===== config.mk =====
export PLATFORM = sky130hd
export DESIGN_NAME = alu8
export DESIGN_NICKNAME = d
export VERILOG_FILES = /design/src/rtl/alu8.sv
export SDC_FILE = /design/constraint.sdc
export NUM_CORES = 1
export LEC_CHECK = 0
export CAP_MARGIN = 20
export CELL_PAD_IN_SITES_DETAIL_PLACEMENT = 1
export CELL_PAD_IN_SITES_GLOBAL_PLACEMENT = 1
export CORE_AREA = 2 2 85 62
export DETAILED_ROUTE_END_ITERATION = 7
export DIE_AREA = 0 0 87 64
export PLACE_DENSITY = 0.82
export SLEW_MARGIN = 20
export SYNTH_ARGS = -nofsm -noshare
export SYNTH_HDL_FRONTEND = slang
export SYNTH_SLANG_ARGS = --single-unit
export TNS_END_PERCENT = 50

===== constraint.sdc =====
create_clock -name clk -period 3 [get_ports clk]
set_input_delay 0.6 -clock clk [delete_from_list [all_inputs] [get_ports clk]]
set_output_delay 0.6 -clock clk [all_outputs]
set_load 0.005 [all_outputs]

===== src/rtl/alu8.sv =====
`default_nettype none
// +----------------------------------------------------------------------------+
// | alu8 : 8-bit ALU with combinational result/zero and registered Z/C/V/N.    |
// | Rev 1.0                                                                    |
// +----------------------------------------------------------------------------+
module alu8 #(
  parameter int WIDTH = 8
) (
  input  logic             clk,
  input  logic             rst_n,
  input  logic [WIDTH-1:0] entrada1,
  input  logic [WIDTH-1:0] entrada2,
  input  logic [2:0]       sinal_ula,
  output logic [WIDTH-1:0] saida_ula,
  output logic             zero,
  output logic             flag_z,
  output logic             flag_c,
  output logic             flag_v,
  output logic             flag_n
);

  localparam logic [2:0] c_OP_AND  = 3'b000;
  localparam logic [2:0] c_OP_OR   = 3'b001;
  localparam logic [2:0] c_OP_ADD  = 3'b010;
  localparam logic [2:0] c_OP_SUB  = 3'b011;
  localparam logic [2:0] c_OP_SLT  = 3'b100;
  localparam logic [2:0] c_OP_XOR  = 3'b101;
  localparam logic [2:0] c_OP_NOR  = 3'b110;
  localparam logic [2:0] c_OP_SLTU = 3'b111;

  localparam logic [WIDTH-1:0] c_ZERO_W  = '0;
  localparam logic [WIDTH:0]   c_ONE_W1  = {{WIDTH{1'b0}}, 1'b1};

  logic [WIDTH:0]   w_sum;
  logic [WIDTH:0]   w_diff;
  logic             w_sltu;
  logic             w_slt;
  logic [WIDTH-1:0] w_result;
  logic             w_carry;
  logic             w_ovf;

  logic flag_z_q, flag_c_q, flag_v_q, flag_n_q;
  logic flag_z_d, flag_c_d, flag_v_d, flag_n_d;

  assign w_sum  = {1'b0, entrada1} + {1'b0, entrada2};
  // Bit WIDTH of A + ~B + 1 is the no-borrow indication (A >= B unsigned).
  assign w_diff = {1'b0, entrada1} + {1'b0, ~entrada2} + c_ONE_W1;
  assign w_sltu = ~w_diff[WIDTH];
  // Differing signs decide directly; equal signs reduce to the unsigned compare.
  assign w_slt  = (entrada1[WIDTH-1] != entrada2[WIDTH-1]) ? entrada1[WIDTH-1] : w_sltu;

  always_comb begin
    w_result = c_ZERO_W;
    w_carry  = 1'b0;
    w_ovf    = 1'b0;
    case (sinal_ula)
      c_OP_AND:  w_result = entrada1 & entrada2;
      c_OP_OR:   w_result = entrada1 | entrada2;
      c_OP_ADD: begin
        w_result = w_sum[WIDTH-1:0];
        w_carry  = w_sum[WIDTH];
        w_ovf    = (entrada1[WIDTH-1] == entrada2[WIDTH-1]) &&
                   (w_sum[WIDTH-1] != entrada1[WIDTH-1]);
      end
      c_OP_SUB: begin
        w_result = w_diff[WIDTH-1:0];
        w_carry  = w_diff[WIDTH];
        w_ovf    = (entrada1[WIDTH-1] != entrada2[WIDTH-1]) &&
                   (w_diff[WIDTH-1] != entrada1[WIDTH-1]);
      end
      c_OP_SLT:  w_result = {{(WIDTH-1){1'b0}}, w_slt};
      c_OP_XOR:  w_result = entrada1 ^ entrada2;
      c_OP_NOR:  w_result = ~(entrada1 | entrada2);
      c_OP_SLTU: w_result = {{(WIDTH-1){1'b0}}, w_sltu};
      default:   w_result = c_ZERO_W;
    endcase
  end

  assign saida_ula = w_result;
  assign zero      = (w_result == c_ZERO_W);

  assign flag_z_d = zero;
  assign flag_c_d = w_carry;
  assign flag_v_d = w_ovf;
  assign flag_n_d = w_result[WIDTH-1];

  always_ff @(posedge clk or negedge rst_n) begin
    if (!rst_n) begin
      flag_z_q <= 1'b0;
      flag_c_q <= 1'b0;
      flag_v_q <= 1'b0;
      flag_n_q <= 1'b0;
    end else begin
      flag_z_q <= flag_z_d;
      flag_c_q <= flag_c_d;
      flag_v_q <= flag_v_d;
      flag_n_q <= flag_n_d;
    end
  end

  assign flag_z = flag_z_q;
  assign flag_c = flag_c_q;
  assign flag_v = flag_v_q;
  assign flag_n = flag_n_q;

endmodule
`default_nettype wire


[After elaboration in Yosys (flattened, before gate mapping)]
Index checks and enable logic that the tools add are counted.
W data, S select, Z words.
Word-level totals
  register bits after elaboration: 4
  input bits: 21
  logic and storage cells: 32
Cells by class
  add/subtract/negate cells: 3
  equality and inequality tests: 11
  muxes and demuxes: 4
  bitwise gates (word level): 6
  reductions and logical operators: 4
Operators by type and width (number)
  $pmux W8 S8: 1
  $add A8 B8 Y9: 2
  $not A8 Y8: 2
  $eq A3 B3 Y1 const B: 4
  $add A9 B1 Y9 const B: 1
  $and A8 B8 Y8: 1
  $logic_not A8 Y1: 1
  $or A8 B8 Y8: 1
  $xor A8 B8 Y8: 1
  $eq A3 B2 Y1 const B: 2
  $pmux W1 S2: 2
  $eq A3 B1 Y1 const B: 1
  $logic_not A3 Y1: 1
  $ne A1 B1 Y1: 3
  $logic_and A1 B1 Y1: 2
  $eq A1 B1 Y1: 1
  $mux W1: 1
  $not A1 Y1: 1

[Depth between registers and ports, before layout]
Gate-level depths: netlist of the first run.
  word-level depth: 7
  mapped depth: 10
  depth with buffers taken out: 10

[Least setup slack after synthesis of the first run]
Ideal clock, no wire load.
  kind: in2out
  start point: input entrada2[4]
  end point: output zero
  arrival: 2.699 ns
  data required time: 2.400 ns
  slack: -0.299 ns
  stages: 10
  path buffers: 1
  cells stage by stage: inv_1 -> ha_1 -> buf_6 -> inv_4 -> or4_4 -> nand3_1 -> mux2_2 -> a221oi_2 -> a21oi_2 -> nor4_2
Between the ends
  elaborated cells between the ends (all ways): 12
RTL lines
  start, declared: line 12  | input logic [WIDTH-1:0] entrada2,
  $not A8 Y8: line 47  | assign w_diff = {1'b0, entrada1} + {1'b0, ~entrada2} + c_ONE_W1;
  $add A8 B8 Y9: line 47
  $add A9 B1 Y9: line 47
  $pmux W8 S8 (*): line 56  | case (sinal_ula)
  net saida_ula[7]: line 14  | output logic [WIDTH-1:0] saida_ula,
  $logic_not A8 Y1 (*): line 80  | assign zero = (w_result == c_ZERO_W);
  end, declared: line 15  | output logic zero,
The timed path passes the listed nets; every way through them passes the cells marked *.

[Final worst setup path of the first run]
  start point: input entrada1[1]
  end point: output zero
Between the ends
  longest elaborated chain between the ends: 6
  elaborated cells between the ends (all ways): 11
Ends and longest elaborated chain
  start, declared: line 11  | input logic [WIDTH-1:0] entrada1,
  $add A8 B8 Y9: line 47
  $add A9 B1 Y9: line 47
  $not A1 Y1: line 48  | assign w_sltu = ~w_diff[WIDTH];
  $mux W1: line 50  | assign w_slt = (entrada1[WIDTH-1] != entrada2[WIDTH-1]) ? entrada1[WIDTH-1] : w_sltu;
  $pmux W8 S8 (*): line 56
  $logic_not A8 Y1 (*): line 80
Mark *: on every way between the ends. The rest lies on a longest branch, timed or not.

==> reports/metrics.cfg, run 1 <==
[sta]
setup_tns_ns = -2.76
max_freq_mhz = 280
finalHoldViolCount = 0
setup_ws_ns = -0.575
final.period_utilization = 1.19
slew_viol_final = 0
worst_pin_slew_ns = 0.696
setup_viol = 10
finalCriticalPeriod_ns = 3.58
timing.hold.ws_ns = 0.591
relSlewSlack = 0.532
rsz0062_at_grt = yes

[clock_network]
ctsHoldBuffers = 0
htreeDepth = 1
cts_tree = built
cts_root_buf = clkbuf_8
numCtsBuffers = 3
clock_sinks = 4
cts_buffer_depth = 2
cts.clk_slew.worst_paths_ns = 0.04

[global_route]
grt_max_degree = 14
grt_pass1_vias = 2538
grt_antenna_before_repair = 0
grt_pass1_wl_um = 15500
grt_usage = 0.373
overflow = 0

[outcome]
outcome = finished, violations left
violations = negative setup slack

[setup_path]
critPathRequiredTime_ns = 2.40
cp.depth = 13
crit_chain = buf_6, inv_4, ha_4, a21oi_4, or4_4, buf_6, nand4_1, nand2_1, a31oi_2, o21ai_2, buf_4, nor4_4, buf_2
crit_fanout = 4
startpoint = entrada1[1]
worstPathArrival_ns = 2.98
critPathLaunchType = input pin
cp_num_buf_inv = 5
crit_type = input pin to output port
crit_top_cell = buf_6
end_kind = output port
max_stage_delay_ns = 0.52
cp_top_family = simple AND/OR/NAND/NOR gates
crit_end = zero
crit_slowest_cell = or4_4

[synthesis]
yosysWarnings = 0
synth_cells = 203
synth-seq-cells = 4
ys_seq_area_frac = 0.0639
synth_cell_types = 57
ys_async_sr_fraction = 1.00
synth.avg_cell_area_um2 = 7.71
synth_nets = 251
synth_ff_type = dfrtp_1
synth_edf_count = 0
syn_area_um2 = 1570

[detailed_routing]
drt_drc_violations_left = 0
wl_per_cell_um = 30.6
vias = 2593
drt-initial-drc-count = 268
wl_um = 12200
ant_nets = 0
dr.pass1.iters = 5
via_per_inst = 6.53

[floorplanning]
num_rows = 21
die-area_um2 = 5570
die_width_um = 87
core-area_um2 = 4700
die_h_um = 64
start_util = 0.333
ios = 34

[cells_and_area]
fillers = 486
syn_to_final_growth_pct = 120
antenna_cells = 0
multiInputGateArea_um2 = 1860
regArea_um2 = 100
nets = 390
drive_gt1_frac = 0.697

[place]
gp_congestion = 0.909
io_buffer_count = 33
hpwlAfterDp_um = 5350

[power]
ir_worst_vdd_uv = 120
cellLeakagePower_nw = 1.54
p_per_area_nw_per_um2 = 282

[min_path]
min_path_type = input pin to async pin

[run]
drv_cap = 0

power breakdown:
group / switching, mW / internal [mW] / total, mW
registers: 0.00230 / 0.0580 / 0.0603
clock network: 0.0389 / 0.0866 / 0.125
logic: 0.411 / 0.373 / 0.784
Yosys cell counts, types with 4 or more instances:
master | count | area (µm²)
a211oi_1 | 7 | 52.6
a21oi_1 | 14 | 70.1
a31oi_1 | 4 | 25.0
buf_6 | 4 | 45.0
dfrtp_1 | 4 | 100
ha_1 | 25 | 313
inv_1 | 23 | 86.3
nand2_1 | 9 | 33.8
nand2b_1 | 4 | 25.0
nor2_1 | 18 | 67.6
nor2b_1 | 4 | 25.0
nor3_1 | 5 | 25.0
o21ai_0 | 8 | 40.0
xnor2_1 | 4 | 35.0
metal layers:
| layer | routed length (µm) | share of wire | GRT usage | vias up |
|---|---|---|---|---|
| met5 | 0 | 0 | 0 | - |
| met4 | 991 | 0.082 | 0.117 | 0 |
| met3 | 1020 | 0.084 | 0.0724 | 94 |
| met2 | 5500 | 0.45 | 0.637 | 229 |
| met1 | 4650 | 0.38 | 0.468 | 1259 |
| li1 | - | - | - | 1011 |
how the worst min path moves through the flow:
| stage | startpoint | endpoint | slack (ns) | cells past startpoint |
|---|---|---|---|---|
| final | rst_n | flag_z | 0.59 | 1 |
| after global routing | rst_n | flag_z | 0.59 | 1 |
| after CTS | rst_n | flag_z | 0.61 | 1 |
| after detailed placement | rst_n | flag_z | 0.81 | 1 |
| after global placement | rst_n | flag_v | 0.81 | 1 |
| after floorplan | rst_n | flag_c | 0.30 | 0 |
final cells by class:
| type | count | share of cell area |
|---|---|---|
| Multi-Input combinational cell | 160 | 0.540 |
| Timing Repair Buffer | 144 | 0.354 |
| Inverter | 29 | 0.0443 |
| Sequential cell | 4 | 0.0291 |
| Tap cell | 57 | 0.0207 |
| Clock buffer | 3 | 0.0120 |
logic make-up after synthesis:
| logic type | synth area share |
|---|---|
| AO/OA/AOI/OAI | 0.324 |
| XOR/XNOR | 0.0224 |
| adder cells (fa/ha/maj) | 0.225 |
| buffers and inverters | 0.135 |
| flip-flops | 0.0640 |
| multiplexers | 0.0344 |
| AND/OR/NAND/NOR | 0.195 |
what timing repair did:
action	4_1_cts	5_1_grt
pin swaps	39	32
resized for setup	179	46
endpoints found under the setup margin	10	10
buffers inserted	28	10
registers in the layout, indices dropped and copies added (netlist names):
signal,flops
flag_c,1
flag_n,1
flag_v,1
flag_z,1
placed cells by master, fill, tap and decap left out, drive strengths merged, types with 2 or more instances in the layout:
cell type,synthesis,layout
o21bai,3,3
nand3,3,3
clkdlybuf4s15,1,2
ha,25,25
nand2b,4,4
a21oi,16,16
dlygate4sd2,0,3
o31ai,3,3
nand2,10,10
nor2,19,19
nor3,7,7
a31oi,5,5
mux2i,2,2
clkbuf,3,5
buf,6,127
nor2b,5,5
a221oi,5,5
a211oi,7,7
nor4,4,4
dfrtp,4,4
clkdlybuf4s50,0,7
a22o,3,3
nand4,3,3
dlymetal6s2s,0,3
a22oi,4,4
o21ai,10,10
inv,28,28
xnor2,4,4
fa,2,2
o21a,3,3
through the flow:
step	instances	util	instance area (µm²)	worst slack (ns)	total power [mW]
after floorplan	203	-	1660	-0.0338	0.295
after global placement	358	0.538	2530	-1.24	0.515
after detailed placement	358	0.538	2530	-1.36	0.536
after CTS	388	0.685	3220	-0.286	0.807
after global routing	397	0.732	3440	-0.602	0.997
final	397	0.732	3440	-0.575	0.970
(Power assumes the default switching activity.)
==> inputs of run 2 (changes only) <==
--- a/config.mk
+++ b/config.mk
@@ -9,6 +9,7 @@
 export CELL_PAD_IN_SITES_DETAIL_PLACEMENT = 1
 export CELL_PAD_IN_SITES_GLOBAL_PLACEMENT = 1
 export CORE_AREA = 2 2 85 62
+export CTS_CLUSTER_DIAMETER = 30
 export DETAILED_ROUTE_END_ITERATION = 7
 export DIE_AREA = 0 0 87 64
 export PLACE_DENSITY = 0.82
==> results of run 2 <==
Same layout as run 1: the final DEF is identical, and so are final timing and power.
